$ cat config.mk
export PLATFORM = sky130hd
export DESIGN_NAME = updown_count_ctrl
export DESIGN_NICKNAME = d
export VERILOG_FILES = /design/src/rtl/count_ctrl_pkg.sv /design/src/rtl/btn_edge_sync.sv /design/src/rtl/updown_count_ctrl.sv
export SDC_FILE = /design/constraint.sdc
export NUM_CORES = 1
export LEC_CHECK = 0
export CAP_MARGIN = 20
export CORE_MARGIN = 2
export CORE_UTILIZATION = 55
export CTS_CLUSTER_DIAMETER = 120
export CTS_CLUSTER_SIZE = 24
export DETAILED_ROUTE_END_ITERATION = 8
export PLACE_DENSITY = 0.86
export SETUP_SLACK_MARGIN = 0.4
export SLEW_MARGIN = 15
export SYNTH_ARGS = -nofsm -noshare
export SYNTH_HDL_FRONTEND = slang
export SYNTH_SLANG_ARGS = --single-unit
export TNS_END_PERCENT = 30
$ cat constraint.sdc
create_clock -name clk -period 4.7 [get_ports clk]
set_input_delay 0.47 -clock clk [delete_from_list [all_inputs] [get_ports clk]]
set_output_delay 0.47 -clock clk [all_outputs]
set_load 0.01 [all_outputs]
$ cat src/rtl/count_ctrl_pkg.sv
// -----------------------------------------------------------------------------
// count_ctrl_pkg
// Shared definitions for the up/down count controller: mode encodings, the
// mode-field width and the default counter geometry.
// -----------------------------------------------------------------------------
package count_ctrl_pkg;

   localparam int MODE_W      = 2;
   localparam int DEF_WIDTH   = 4;
   localparam int DEF_MAX_VAL = 9;

   // Encoding 3 is never produced; it falls back to WRAP if ever seen.
   typedef enum logic [MODE_W-1:0] {
      MODE_WRAP = 2'd0,
      MODE_SAT  = 2'd1,
      MODE_LOCK = 2'd2
   } mode_t;

   // WRAP -> SAT -> LOCK -> WRAP
   function automatic mode_t next_mode(input mode_t m);
      case (m)
         MODE_WRAP: next_mode = MODE_SAT;
         MODE_SAT:  next_mode = MODE_LOCK;
         default:   next_mode = MODE_WRAP;
      endcase
   endfunction

endpackage

$ cat src/rtl/btn_edge_sync.sv
// -----------------------------------------------------------------------------
// btn_edge_sync
// Turns a debounced, clk-synchronous button level into a single-cycle event.
// The event is asserted in the cycle the level is first sampled high after
// having been low, so a held button yields exactly one event.
//
// Ports
//   clk   : clock, rising edge
//   rst   : synchronous active-high reset; history is forced to 1 so a button
//           held across reset release must be seen low before it can fire
//   level : button level
//   pulse : rising-edge event (combinational from level and history)
// -----------------------------------------------------------------------------
module btn_edge_sync (
   input  logic clk,
   input  logic rst,
   input  logic level,
   output logic pulse
);

   logic prev;

   // NOTE: registers are written with non-blocking assignments so every flop
   // samples the pre-edge value of its inputs, independent of block ordering.
   always_ff @(posedge clk) begin
      if (rst) prev <= 1'b1;
      else     prev <= level;
   end

   assign pulse = level & ~prev;

endmodule

$ cat src/rtl/updown_count_ctrl.sv
// -----------------------------------------------------------------------------
// updown_count_ctrl
// Button-driven up/down counter with three operating modes:
//   WRAP : count wraps 0 <-> MAX_VAL and sets the sticky 'wrapped' flag
//   SAT  : count saturates at 0 and MAX_VAL
//   LOCK : inc/dec ignored; clr still works
// Event priority is clr > mode > inc/dec. All state updates one cycle after
// the button edge is sampled.
//
// Ports
//   clk, rst                 : clock and synchronous active-high reset
//   inc_btn, dec_btn,
//   clr_btn, mode_btn        : debounced button levels
//   count  [WIDTH-1:0]       : current count
//   mode   [MODE_W-1:0]      : current mode (WRAP=0, SAT=1, LOCK=2)
//   at_max, at_min           : count == MAX_VAL / count == 0
//   wrapped                  : sticky, set on any wrap, cleared by clr/reset
//   conflict                 : one-cycle pulse when inc and dec coincide
// -----------------------------------------------------------------------------
module updown_count_ctrl
   import count_ctrl_pkg::*;
#(
   parameter int WIDTH   = DEF_WIDTH,
   parameter int MAX_VAL = DEF_MAX_VAL
) (
   input  logic              clk,
   input  logic              rst,
   input  logic              inc_btn,
   input  logic              dec_btn,
   input  logic              clr_btn,
   input  logic              mode_btn,
   output logic [WIDTH-1:0]  count,
   output logic [MODE_W-1:0] mode,
   output logic              at_max,
   output logic              at_min,
   output logic              wrapped,
   output logic              conflict
);

   // One extra bit so that +1 at MAX_VAL = 2**WIDTH-1 and -1 at 0 are visible.
   localparam logic [WIDTH:0] MAX_EXT = (WIDTH+1)'(MAX_VAL);

   logic inc_ev, dec_ev, clr_ev, mode_ev;

   btn_edge_sync u_inc  (.clk(clk), .rst(rst), .level(inc_btn),  .pulse(inc_ev));
   btn_edge_sync u_dec  (.clk(clk), .rst(rst), .level(dec_btn),  .pulse(dec_ev));
   btn_edge_sync u_clr  (.clk(clk), .rst(rst), .level(clr_btn),  .pulse(clr_ev));
   btn_edge_sync u_mode (.clk(clk), .rst(rst), .level(mode_btn), .pulse(mode_ev));

   logic [WIDTH-1:0] count_q,    count_d;
   mode_t            mode_q,     mode_d;
   logic             wrapped_q,  wrapped_d;
   logic             conflict_q, conflict_d;

   logic [WIDTH:0]   cnt_inc, cnt_dec;

   assign cnt_inc = {1'b0, count_q} + (WIDTH+1)'(1);
   assign cnt_dec = {1'b0, count_q} - (WIDTH+1)'(1);

   // NOTE: every signal assigned here gets a default first, so no path can
   // leave one unassigned and infer a latch.
   always_comb begin
      count_d    = count_q;
      mode_d     = mode_q;
      wrapped_d  = wrapped_q;
      conflict_d = 1'b0;

      if (clr_ev) begin
         count_d   = '0;
         wrapped_d = 1'b0;
      end else if (mode_ev) begin
         mode_d = next_mode(mode_q);
      end else if (mode_q != MODE_LOCK) begin
         if (inc_ev && dec_ev) begin
            conflict_d = 1'b1;
         end else if (inc_ev) begin
            if (cnt_inc > MAX_EXT) begin
               // At the top: WRAP rolls over, SAT holds.
               if (mode_q == MODE_WRAP) begin
                  count_d   = '0;
                  wrapped_d = 1'b1;
               end
            end else begin
               count_d = cnt_inc[WIDTH-1:0];
            end
         end else if (dec_ev) begin
            // Borrow out of the extended subtraction means count was 0.
            if (cnt_dec[WIDTH]) begin
               if (mode_q == MODE_WRAP) begin
                  count_d   = MAX_EXT[WIDTH-1:0];
                  wrapped_d = 1'b1;
               end
            end else begin
               count_d = cnt_dec[WIDTH-1:0];
            end
         end
      end
   end

   // Reset is synchronous and overrides any event sampled in the same cycle.
   always_ff @(posedge clk) begin
      if (rst) begin
         count_q    <= '0;
         mode_q     <= MODE_WRAP;
         wrapped_q  <= 1'b0;
         conflict_q <= 1'b0;
      end else begin
         count_q    <= count_d;
         mode_q     <= mode_d;
         wrapped_q  <= wrapped_d;
         conflict_q <= conflict_d;
      end
   end

   assign count    = count_q;
   assign mode     = mode_q;
   assign wrapped  = wrapped_q;
   assign conflict = conflict_q;
   assign at_max   = (count_q == MAX_EXT[WIDTH-1:0]);
   assign at_min   = (count_q == '0);

endmodule

# Word-level counts from Yosys, hierarchy flattened
# Index checks and enable logic that the tools add are counted.
# totals
output_inout_bits	10
in_bits	6
register_bits	12
elab_cells	52
# op_classes
n_eq_ne	6
n_addsub	2
n_reduce_logical	10
bitwise	12
order_cmp	1
muxes	13
# ops
cell	n
4-bit two-way mux	6
6-bit AND reduction	2
1-bit NOT	8
1-bit two-way mux	6
3-bit by 2-bit inequality test with 1-bit output (second input constant)	2
4-bit by 1-bit adder with 5-bit output (second input constant)	1
5-bit by 4-bit > comparator with 1-bit output (second input constant)	1
4-bit by 1-bit subtractor with 5-bit output (second input constant)	1
1-bit bitwise AND	4
4-bit equality test (second input constant)	1
4-bit logical NOT	1
2-bit one-hot mux with 2 select lines	1
2-bit nonzero test	2
4-bit OR reduction	1
2-bit by 1-bit equality test with 1-bit output (second input constant)	1
2-bit logical NOT	1
2-bit by 1-bit inequality test with 1-bit output (second input constant)	1
2-bit inequality test (second input constant)	1
2-bit AND reduction	1
2-bit OR reduction	1
1-bit logical AND	1

# Longest topological paths before layout
# depth
depth_word	5
depth_mapped	8
ltp_nobuf	7

# Cells and area by module
# A second synthesis with hierarchy kept.
# unflattened
hier_cells	93
area_unflattened_um2	809.5
# modules_own_cells
module	area_per_inst_um2	n_inst	cells_each	seq_area_each_um2
updown_count_ctrl	679.4	1	81	160.2
btn_edge_sync	32.5	4	3	20.0

# Least setup slack after synthesis
# OpenSTA, ideal clock, no wires.
# synth_timing
kind	register to register
startpoint	register count_q[0] (netlist: count[0])
endpoint	register count_q[0] (netlist: count[0])
setup_time_ps	87
required_ps	4613
t_arrival_ps	1727
path_buffers	1
synth_period_minus_slack_ps	1814
slack_ps	2886
path_stages_with_launch	9
cell_sequence	dfxtp_1 buf_4 inv_1 ha_1 nor2b_2 o22ai_2 a211oi_4 nor2_1 o31ai_1
# synth_between
elab_chain_cells	4
word_cells_on_any_way	10
cone_classes	2 x add/sub; 1 x order compare; 2 x eq/ne; 4 x mux; 1 x reduce/logical
# synth_rtl
item	line	rtl
start: declaration	updown_count_ctrl.sv:50	logic [WIDTH-1:0] count_q, count_d;
start signal: assignment	updown_count_ctrl.sv:108	count_q <= count_d;
4-bit by 1-bit adder with 5-bit output or 4-bit by 1-bit subtractor with 5-bit output (tied branches)	updown_count_ctrl.sv:57, updown_count_ctrl.sv:58	
5-bit by 4-bit > comparator with 1-bit output or 4-bit two-way mux (tied branches)	updown_count_ctrl.sv:77, updown_count_ctrl.sv:88	
3-bit by 2-bit inequality test with 1-bit output (no source line) (tied with other cells)	n/a	
6-bit AND reduction (no source line) or 4-bit two-way mux (tied branches)	n/a	
# Several ways; a longest one is shown, not always the timed one. The select of a mux whose other input is x is not followed.
# A chain may end at the register's enable or synchronous reset.

# Worst setup path after layout
# layout_timing
startpoint	register count_q[0] (netlist: count[0])
endpoint	output at_min
# layout_between
elab_chain_cells	1
# layout_rtl
item	line	rtl
4-bit logical NOT	updown_count_ctrl.sv:120	assign at_min = (count_q == '0);
end: declaration	updown_count_ctrl.sv:35	output logic at_min,
# No other way between the ends.

==> impl_metrics.json <==
{
  "report.final.slew_viol_count": 0,
  "rows": 14,
  "final-setup-viol-count": 0,
  "htreeDepth": 1,
  "run_status": "finished clean",
  "core-area_sq_mm": 0.00152,
  "dp_hpwl_mm": 1.44,
  "vias": 829,
  "dieHeight_microns": 44.6,
  "grt_pass1_wl_mm": 3.26,
  "grt_max_degree": 14,
  "post_cts_buffers": 0,
  "mostFrequentLayoutCells": "clkdlybuf4s50_1 (15), dfxtp_1 (12), nand2_1 (8), nor2_1 (7), a21oi_1 (6)",
  "start_kind": "register",
  "synthAdderAreaFrac_pct": 5.53,
  "die_area_sq_mm": 0.00199,
  "synth.distinct_cells": 44,
  "cts-root-buf": "clkbuf_4",
  "synth_area_per_cell_sq_um": 8.87,
  "hold_buffers": 0,
  "drc_errors": 0,
  "yosys_warnings": 0,
  "fin_hold_ws_ps": 530,
  "totalWireLength_mm": 1.86,
  "clk_path_buf_depth": 2,
  "setup_tns_ps": 0,
  "cts_buffers": 3,
  "clkLatencyLatePin_ps": 280,
  "synth_top_family_by_area": "simple AND/OR/NAND/NOR gates",
  "whs_path_depth": 2,
  "maxSlewHeadroom_pct": 68.8,
  "first_iter_violations": 42,
  "io_buffers": 15,
  "wl_per_cell_microns": 14.0,
  "synth_nets": 112,
  "vias_per_cell": 6.23,
  "place_congestion": 0.904,
  "synth_xor_area_share_pct": 4.98,
  "syn_to_final_growth_pct": 18.3,
  "synth_mux_area_share_pct": 1.11,
  "hp-class": "reg2reg",
  "synth-seq-cells": 12,
  "critical-path-top-delay-family": "buffers and inverters",
  "hold_violations": 0,
  "cts.sinks": 12,
  "worst_r2r_path_depth": 7,
  "finalCritPeriodShare_pct": 49.9,
  "cts_resized": 0,
  "cp_slowest_cell": "dfxtp_1",
  "critPathArrivalTime_ps": 1870,
  "nFillCells": 121,
  "cp_cell_sequence": "inv_1 > ha_1 > and3_1 > clkdlybuf4s50_1",
  "cp_max_fo": 12,
  "vdd_drop_max_v": 0.000197,
  "cp-end-kind": "primary output",
  "synthSimpleGateAreaFrac_pct": 31.8,
  "cp_slowest_stage_delay_ps": 580,
  "synth_seq_area_share_pct": 26.6,
  "crit_cells": 4,
  "synth_compound_area_share_pct": 23.8,
  "num-nets-final": 128,
  "rsz0062_at_grt": "no",
  "antenna_cells": 0,
  "timing.fmax_ghz": 0.427,
  "grt.total_usage_pct": 22.7,
  "postRouteAntennaNets": 0,
  "finalClockSkew_ps": 1.62,
  "clk_pin_slew_ps": 70,
  "first_global_vias": 734,
  "io_pins": 16,
  "cp.required_ps": 4230,
  "fin_crit_ps": 2340,
  "grt_overflow": 0,
  "antenna_found_initial": 0,
  "critical_path_class": "reg2out",
  "final_common_cell": "clkdlybuf4s50_1",
  "p_per_area_mw_per_mm2": 260,
  "die_x_microns": 44.6,
  "initial_utilization_pct": 59.4,
  "synth_area_sq_um": 905,
  "path_buf_inv": 2,
  "cap_violations": 0,
  "cts_tree": "yes",
  "drive_gt1_share_pct": 17.9,
  "dr.pass1.iters": 5,
  "tightest_slew_ps": 466,
  "leakage_nw": 0.395,
  "netlist_instances": 102
}
-- where the power goes --
part / leakage, nW / internal [mW] / switching (mW)
Clock: 0.0210 / 0.0472 / 0.0351
Sequential: 0.0985 / 0.107 / 0.00915
Combinational: 0.275 / 0.0395 / 0.0398
Total: 0.395 / 0.194 / 0.0840
-- flip-flops by register name (all words and copies together) (netlist names) --
register     cells
mode             2
count            4
u_inc.prev       1
u_clr.prev       1
wrapped          1
u_mode.prev      1
u_dec.prev       1
conflict         1
-- worst paths after layout --
kind                                            start               endpoint  slack, ps
worst max-delay path            count[0]$_SDFFE_PP0P_                 at_min       2360
worst min-delay path             wrapped$_SDFFE_PP0P_   wrapped$_SDFFE_PP0P_        530
worst max register to register  count[0]$_SDFFE_PP0P_  count[0]$_SDFFE_PP0P_       2610
worst min register to register   wrapped$_SDFFE_PP0P_   wrapped$_SDFFE_PP0P_        530
-- stage by stage --
step           util (%)  setup slack [ps]  instance area [sq um]  power (mW)  std cells
2_1_floorplan         -              2890                    905       0.174        102
3_3_place_gp       67.8              2530                   1030       0.194        129
3_5_place_dp       67.8              2480                   1030       0.197        129
4_1_cts            70.2              2350                   1070       0.280        133
5_1_grt            70.2              2240                   1070       0.294        133
6_report           70.2              2360                   1070       0.278        133
-- per-layer routing --
metal	vias to the layer above	GRT usage (%)	wire length, microns
met5	-	0	0
met4	0	10.3	62
met3	11	8.57	198
met2	45	34.5	830
met1	373	28.2	769
li1	400	-	-
-- cells by family (layout without fill, tap and decap cells) --
group	Yosys count	count (layout)
compound gates	27	27
xor+xnor	3	3
fa+ha+maj	4	4
buf+inv	8	23
flops	12	12
mux	1	1
simple gates	47	47
-- worst reg2reg max path, cell delays in order (launching register included) --
cell and delay, ps:
dfxtp_1 580, inv_1 120, ha_1 370, nor2b_2 180
o22ai_2 130, a211oi_4 310, nor2_1 90, o31ai_1 240
-- synth_stat cells (all sizes together) --
library cell   n  area (sq um)
or2            4          25.0
o31ai          2          15.0
mux2i          1          10.0
o41ai          1          8.76
o2111ai        2          17.5
o21ai          4          20.0
a211o          1          10.0
nor3           2          20.0
nor2b          4          27.5
o21a           1          7.51
a31oi          3          33.8
nand4          4          25.0
and3           2          12.5
o221ai         1          8.76
buf            4          41.3
a211oi         2          27.5
or3b           2          20.0
xnor2          3          45.1
nand3          3          20.0
nand2          8          30.0
o22a           1          8.76
nand2b         4          25.0
nor4           1          6.26
and2b          1          7.51
or3            1          11.3
nand3b         1          7.51
nor2           7          26.3
ha             4          50.1
nor3b          1          7.51
inv            4          15.0
a21oi          6          30.0
and2           1          6.26
dfxtp         12           240
o22ai          1          12.5
o21bai         2          15.0
and3b          1          10.0
-- area by class of cell --
class | instances | area (sq um) | share of cell area [%]
flip-flops and latches | 12 | 240 | 22.5
clock buffers | 4 | 36.3 | 3.39
multi-input cells | 82 | 608 | 56.8
inverters | 4 | 15.0 | 1.40
well taps | 16 | 20.0 | 1.87
repair buffers | 15 | 150 | 14.0
(Power assumes the default switching activity.)
